`src/rtl/spi_master.sv`:
```
// spi_master: single-byte SPI bus master with one chip select, CPOL/CPHA
// selectable at elaboration, and a valid/ready byte interface.
// Optional build macro: SPI_MASTER_LSB_FIRST_EN (shift and capture LSB first;
// MSB first when undefined).
//
// state    | meaning
// ---------+--------------------------------------------------------------
// IDLE     | CS high, o_Tx_Ready high, waiting for i_Tx_Valid
// TRANSFER | CS low, generating the 16 SCLK edges of one byte
// CS_HOLD  | CS low for one half bit after the last edge, then completion
// CS_GAP   | CS high for CS_IDLE_CLKS clocks before accepting the next byte
module spi_master #(
  parameter int CPOL              = 0,
  parameter int CPHA              = 0,
  parameter int CLKS_PER_HALF_BIT = 20,
  parameter int CS_IDLE_CLKS      = 4
) (
  input  logic       clk,
  input  logic       reset,
  input  logic [7:0] i_Tx_Byte,
  input  logic       i_Tx_Valid,
  output logic       o_Tx_Ready,
  output logic [7:0] o_Rx_Byte,
  output logic       o_Rx_Ready,
  input  logic       i_SPI_Miso,
  output logic       o_SPI_CSLow,
  output logic       o_SPI_Mosi,
  output logic       o_SPI_Clk
);

  localparam logic CPOL_L  = (CPOL != 0);
  localparam logic CPHA_L  = (CPHA != 0);
  localparam int   CNT_MAX = (CLKS_PER_HALF_BIT > CS_IDLE_CLKS) ? CLKS_PER_HALF_BIT : CS_IDLE_CLKS;
  localparam int   CW      = $clog2(CNT_MAX + 1);
  localparam logic [CW-1:0] HALF_RELOAD = CW'(CLKS_PER_HALF_BIT - 1);
  localparam logic [CW-1:0] GAP_RELOAD  = CW'(CS_IDLE_CLKS - 1);

  typedef enum logic [1:0] {IDLE, TRANSFER, CS_HOLD, CS_GAP} state_t;

  state_t        state_q, state_d;
  logic [CW-1:0] cnt_q, cnt_d;
  logic [4:0]    edge_q, edge_d;
  logic [7:0]    tx_q, tx_d;
  logic [7:0]    rx_q, rx_d;
  logic [7:0]    rx_byte_q, rx_byte_d;
  logic          rx_rdy_q, rx_rdy_d;
  logic          tx_rdy_q, tx_rdy_d;
  logic          sclk_q, sclk_d;
  logic          cs_q, cs_d;
  logic          mosi_q, mosi_d;

  logic [7:0]    tx_ord;
  logic [4:0]    edge_num;
  logic          leading;
  logic          drive_edge;
  logic          sample_edge;

  // The shifter always works MSB first; LSB-first order is obtained by
  // mirroring the byte on the way in and on the way out.
  function automatic logic [7:0] bit_order(input logic [7:0] b);
    logic [7:0] r;
`ifdef SPI_MASTER_LSB_FIRST_EN
    for (int i = 0; i < 8; i++) r[i] = b[7-i];
`else
    r = b;
`endif
    return r;
  endfunction

  // Edge classification: odd edges lead away from CPOL, even edges return.
  always_comb begin
    tx_ord      = bit_order(i_Tx_Byte);
    edge_num    = edge_q + 5'd1;
    leading     = edge_num[0];
    drive_edge  = CPHA_L ? leading : (!leading && (edge_num != 5'd16));
    sample_edge = CPHA_L ? !leading : leading;
  end

  // Next-state and output logic.
  always_comb begin
    state_d   = state_q;
    cnt_d     = cnt_q;
    edge_d    = edge_q;
    tx_d      = tx_q;
    rx_d      = rx_q;
    rx_byte_d = rx_byte_q;
    rx_rdy_d  = 1'b0;
    tx_rdy_d  = tx_rdy_q;
    sclk_d    = sclk_q;
    cs_d      = cs_q;
    mosi_d    = mosi_q;
    case (state_q)
      IDLE: begin
        if (i_Tx_Valid && tx_rdy_q) begin
          state_d  = TRANSFER;
          tx_rdy_d = 1'b0;
          cs_d     = 1'b0;
          cnt_d    = HALF_RELOAD;
          edge_d   = 5'd0;
          rx_d     = 8'h00;
          if (CPHA_L) begin
            // First bit goes out on the leading edge.
            tx_d   = tx_ord;
            mosi_d = 1'b0;
          end else begin
            // First bit must already be on MOSI when CS falls.
            tx_d   = {tx_ord[6:0], 1'b0};
            mosi_d = tx_ord[7];
          end
        end
      end
      TRANSFER: begin
        if (cnt_q == '0) begin
          cnt_d  = HALF_RELOAD;
          sclk_d = ~sclk_q;
          edge_d = edge_num;
          if (drive_edge) begin
            mosi_d = tx_q[7];
            tx_d   = {tx_q[6:0], 1'b0};
          end
          if (sample_edge) rx_d = {rx_q[6:0], i_SPI_Miso};
          if (edge_num == 5'd16) state_d = CS_HOLD;
        end else begin
          cnt_d = cnt_q - CW'(1);
        end
      end
      CS_HOLD: begin
        if (cnt_q == '0) begin
          state_d   = CS_GAP;
          cnt_d     = GAP_RELOAD;
          cs_d      = 1'b1;
          mosi_d    = 1'b0;
          rx_byte_d = bit_order(rx_q);
          rx_rdy_d  = 1'b1;
        end else begin
          cnt_d = cnt_q - CW'(1);
        end
      end
      CS_GAP: begin
        if (cnt_q == '0) begin
          state_d  = IDLE;
          tx_rdy_d = 1'b1;
        end else begin
          cnt_d = cnt_q - CW'(1);
        end
      end
      default: state_d = IDLE;
    endcase
  end

  // State and output registers; reset aborts any transfer in progress.
  always_ff @(posedge clk) begin
    if (!reset) begin
      state_q   <= IDLE;
      cnt_q     <= '0;
      edge_q    <= 5'd0;
      tx_q      <= 8'h00;
      rx_q      <= 8'h00;
      rx_byte_q <= 8'h00;
      rx_rdy_q  <= 1'b0;
      tx_rdy_q  <= 1'b1;
      sclk_q    <= CPOL_L;
      cs_q      <= 1'b1;
      mosi_q    <= 1'b0;
    end else begin
      state_q   <= state_d;
      cnt_q     <= cnt_d;
      edge_q    <= edge_d;
      tx_q      <= tx_d;
      rx_q      <= rx_d;
      rx_byte_q <= rx_byte_d;
      rx_rdy_q  <= rx_rdy_d;
      tx_rdy_q  <= tx_rdy_d;
      sclk_q    <= sclk_d;
      cs_q      <= cs_d;
      mosi_q    <= mosi_d;
    end
  end

  assign o_Tx_Ready  = tx_rdy_q;
  assign o_Rx_Byte   = rx_byte_q;
  assign o_Rx_Ready  = rx_rdy_q;
  assign o_SPI_CSLow = cs_q;
  assign o_SPI_Mosi  = mosi_q;
  assign o_SPI_Clk   = sclk_q;

endmodule

```
`config.mk`:
```
export PLATFORM = sky130hd
export DESIGN_NAME = spi_master
export DESIGN_NICKNAME = d
export VERILOG_FILES = /design/src/rtl/spi_master.sv
export SDC_FILE = /design/constraint.sdc
export NUM_CORES = 1
export LEC_CHECK = 0
export CORE_AREA = 5 5 62 64
export CTS_BUF_LIST = sky130_fd_sc_hd__clkbuf_4 sky130_fd_sc_hd__clkbuf_8
export CTS_CLUSTER_SIZE = 20
export DETAILED_ROUTE_END_ITERATION = 10
export DIE_AREA = 0 0 67 69
export GPL_TIMING_DRIVEN = 0
export PLACE_DENSITY = 0.9
export RECOVER_POWER = 25
export SLEW_MARGIN = 30
export SYNTH_ARGS = -nofsm -noshare
export SYNTH_HDL_FRONTEND = slang
export SYNTH_SLANG_ARGS = --single-unit
```
`constraint.sdc`:
```
create_clock -name clk -period 3.6 [get_ports clk]
set_input_delay 1.08 -clock clk [delete_from_list [all_inputs] [get_ports clk]]
set_output_delay 1.08 -clock clk [all_outputs]
set_load 0.1 [all_outputs]
```
==> run_results.csv <==
group,metric,value,unit
clocking,ctsResizeCount,0,
synth,ys.warnings.count,0,
timing,finalCriticalPeriod,3010,ps
final_layout,multiInputGateArea,972.2,um^2
synth,ys_seq_elements,40,
synth,synthCells,212,
die,core_region_area,0.003232,mm^2
critical_path,cp_cell_sequence,"clkdlybuf4s50_1",
power_and_ir_drop,ir_drop,382.9,uV
hold_path,hold_path.class,"flop to flop",
critical_path,rr_startpoint,"cnt_q[0]",
placement,io_buffers,23,
timing,rsz0062_at_grt,"false",
placement,hpwl,2.863,mm
timing,tns,0,ps
timing,setup_slack,589.5,ps
critical_path,crit_buf_inv,1,
final_layout,fin_nets,261,
flow_run,maxCapViolations,0,
critical_path,slowest_delay,1150,ps
clocking,h-tree-depth,2,
timing,fin_skew,11.88,ps
drt,drt-total-wl,3.908,mm
clocking,numCtsBuffers,5,
power_and_ir_drop,internal_power,0.9614,mW
power_and_ir_drop,seqPwrFrac,34.3,%
power_and_ir_drop,pwr-share-clk,17.6,%
final_layout,nFillCells,276,
synth,synth_seq_area_share,43.27,%
drt,wire_per_inst,13.52,um
final_layout,n_antenna_cell,0,
timing,maxSlewHeadroom,24.19,%
critical_path,reg2reg_depth,7,
synth,synth_edf_count,0,
die,die_w,67,um
timing,finalHoldViolCount,0,
power_and_ir_drop,power_density,790.2,mW/mm^2
critical_path,cp_top_family,"buffers and inverters",
power_and_ir_drop,switching_share,44.88,%
drt,ant_nets,0,
final_layout,fin_area,0.002207,mm^2
synth,synth_flop_cell,"dfxtp_1",
synth,async_flop_share,0,%
global_routing,grt_pass1_wl,6.989,mm
critical_path,worst-path-max-fanout,3,
die,io_pins,25,
drt,vias,1664,
placement,dpl.cell_count,281,
final_layout,fin_util,68.29,%
global_routing,grt_pass1_vias,1513,
synth,yosys.cell_types.count,40,
synth,synth_nets,231,
final_layout,layout_common_cells,"40 x dfxtp_1, 26 x nand2_1, 23 x clkdlybuf4s50_1",
placement,dp_slack,657.4,ps
die,die_area,0.004623,mm^2
power_and_ir_drop,p_switching,0.7827,mW
critical_path,path_class,"flop to output port",
global_routing,grtUsageTotal,19.38,%
global_routing,antenna_found_initial,0,
power_and_ir_drop,p_total,1.744,mW
critical_path,slowest_stage,"clkdlybuf4s50_1",
hold_path,min_to,"o_Rx_Byte[6]",
placement,globalplace.congestion,0.8860,
clocking,postCtsSetupRepairBufs,0,
drt,first_pass_iters,4,
die,die_height,69,um
die,row_count,21,
synth,avgSynthCellArea,8.729,um^2
clocking,hold_buffers,0,
critical_path,r2r_slack,920,ps
final_layout,stdcell_count,289,
clocking,cts_tree,"built",
critical_path,cp-end-kind,"output port",
status,outcome,"completed",
clocking,path_clk_slew,130,ps
final_layout,area.growth.synth_to_final,19.27,%
hold_path,hold_depth,2,
clocking,ctsLongestPathBuffers,2,
timing,min_period_over_period,83.62,%
clocking,cts_num_sinks,40,
critical_path,crit_path_start_kind,"flop",
global_routing,grt_max_degree,15,
synth,synth_area,0.001851,mm^2
timing,timing.fmax,332.2,MHz
critical_path,cp.arrival,1930,ps
timing,finalSetupViolations,0,
drt,drtIter0Drc,111,
die,initial_core_util,57.26,%
timing,worst_pin_slew,1121,ps
hold_path,hp-start,"o_Rx_Byte[6]",
power_and_ir_drop,combPwrFrac,48.1,%
timing,drv_slew,0,
drt,drc,0,
clocking,cts-root-buf,"clkbuf_4",
placement,placed_area,0.002138,mm^2
final_layout,sequential_cell_area,800.8,um^2
clocking,clk_latency,370,ps
global_routing,overflow,0,
critical_path,rr_endpoint,"rx_q[4]",
timing,hold-worst-slack,462.8,ps
final_layout,layout_commonest_cell,"dfxtp_1",
drt,vias_per_cell,5.758,
power_and_ir_drop,p_leak,0.8066,nW
critical_path,required,2520,ps
final_layout,drive_gt1_share,7.407,%
power groups by stage:
| stage | combinational (mW) | clock, mW | sequential (mW) |
|---|---|---|---|
| global placement | 0.832 | 0 | 0.605 |
| floorplan | 0.537 | 0 | 0.733 |
| detailed placement | 0.849 | 0 | 0.609 |
| finish | 0.839 | 0.307 | 0.598 |
| global route | 0.945 | 0.329 | 0.608 |
| CTS | 0.853 | 0.311 | 0.598 |
how the worst max path moves through the flow:
stage                              to        start  cells after the start
after floorplan               tx_q[4]   o_Tx_Ready                      5
after global placement        tx_q[3]   i_Tx_Valid                      5
after detailed placement      tx_q[2]   i_Tx_Valid                      5
after CTS                  o_Tx_Ready   o_Tx_Ready                      1
after global routing       o_Tx_Ready   o_Tx_Ready                      1
final                     o_SPI_CSLow  o_SPI_CSLow                      1
flip-flops by register name, summed over array words and instances (netlist names):
signal / cells
cnt_q: 5
o_Rx_Byte: 8
state_q: 2
edge_q: 5
rx_q: 8
tx_q: 7
o_Rx_Ready: 1
o_SPI_Mosi: 1
o_SPI_CSLow: 1
o_SPI_Clk: 1
o_Tx_Ready: 1
Yosys cell counts (all sizes together), types with 2 or more instances:
cell type,number,area [um^2]
mux2i,9,90.09
nor2,19,71.32
a21oi,21,105.1
o32ai,2,17.52
or4b,2,20.02
nand2,26,97.59
a22o,8,70.07
nor3,3,20.02
a31oi,3,18.77
o21ai,13,65.06
ha,7,87.58
a211oi,8,60.06
inv,6,22.52
buf,3,13.76
nand3b,3,22.52
dfxtp,40,800.8
or3b,2,17.52
a21boi,2,15.02
clkbuf,7,26.28
nand4b,2,17.52
nand3,12,65.06
cell type report:
type / instances / share of cell area [%]
Multi-Input combinational cell: 156 / 44.05
Sequential cell: 40 / 36.28
Timing Repair Buffer: 23 / 10.43
Tap cell: 46 / 2.608
Clock inverter: 3 / 2.098
Buffer: 10 / 1.814
Clock buffer: 5 / 1.701
Inverter: 6 / 1.020
kinds of logic (layout without fill, tap and decap cells):
| kind of cell | after synthesis | in the layout | synth area share [%] |
|---|---|---|---|
| DFF | 40 | 40 | 43.27 |
| adders and majority gates | 7 | 7 | 4.733 |
| xor gates and xnor gates | 1 | 1 | 0.4734 |
| muxes | 9 | 9 | 4.868 |
| AOI/OAI and AO/OA | 64 | 64 | 22.38 |
| buffers and inverters | 16 | 47 | 3.381 |
| and+or+nand+nor | 75 | 75 | 20.89 |
layer usage:
metal | part of all wire, % | global-route usage [%] | vias to the layer above | wire length (um)
met1 | 45 | 25.61 | 783 | 1761
met2 | 47 | 28.06 | 41 | 1854
met4 | 3.1 | 10.59 | 0 | 123
met5 | 0 | 0 | - | 0
met3 | 4.3 | 5.357 | 11 | 167
li1 | - | - | 829 | -
Note: power is estimated with default switching activity, not from simulation.
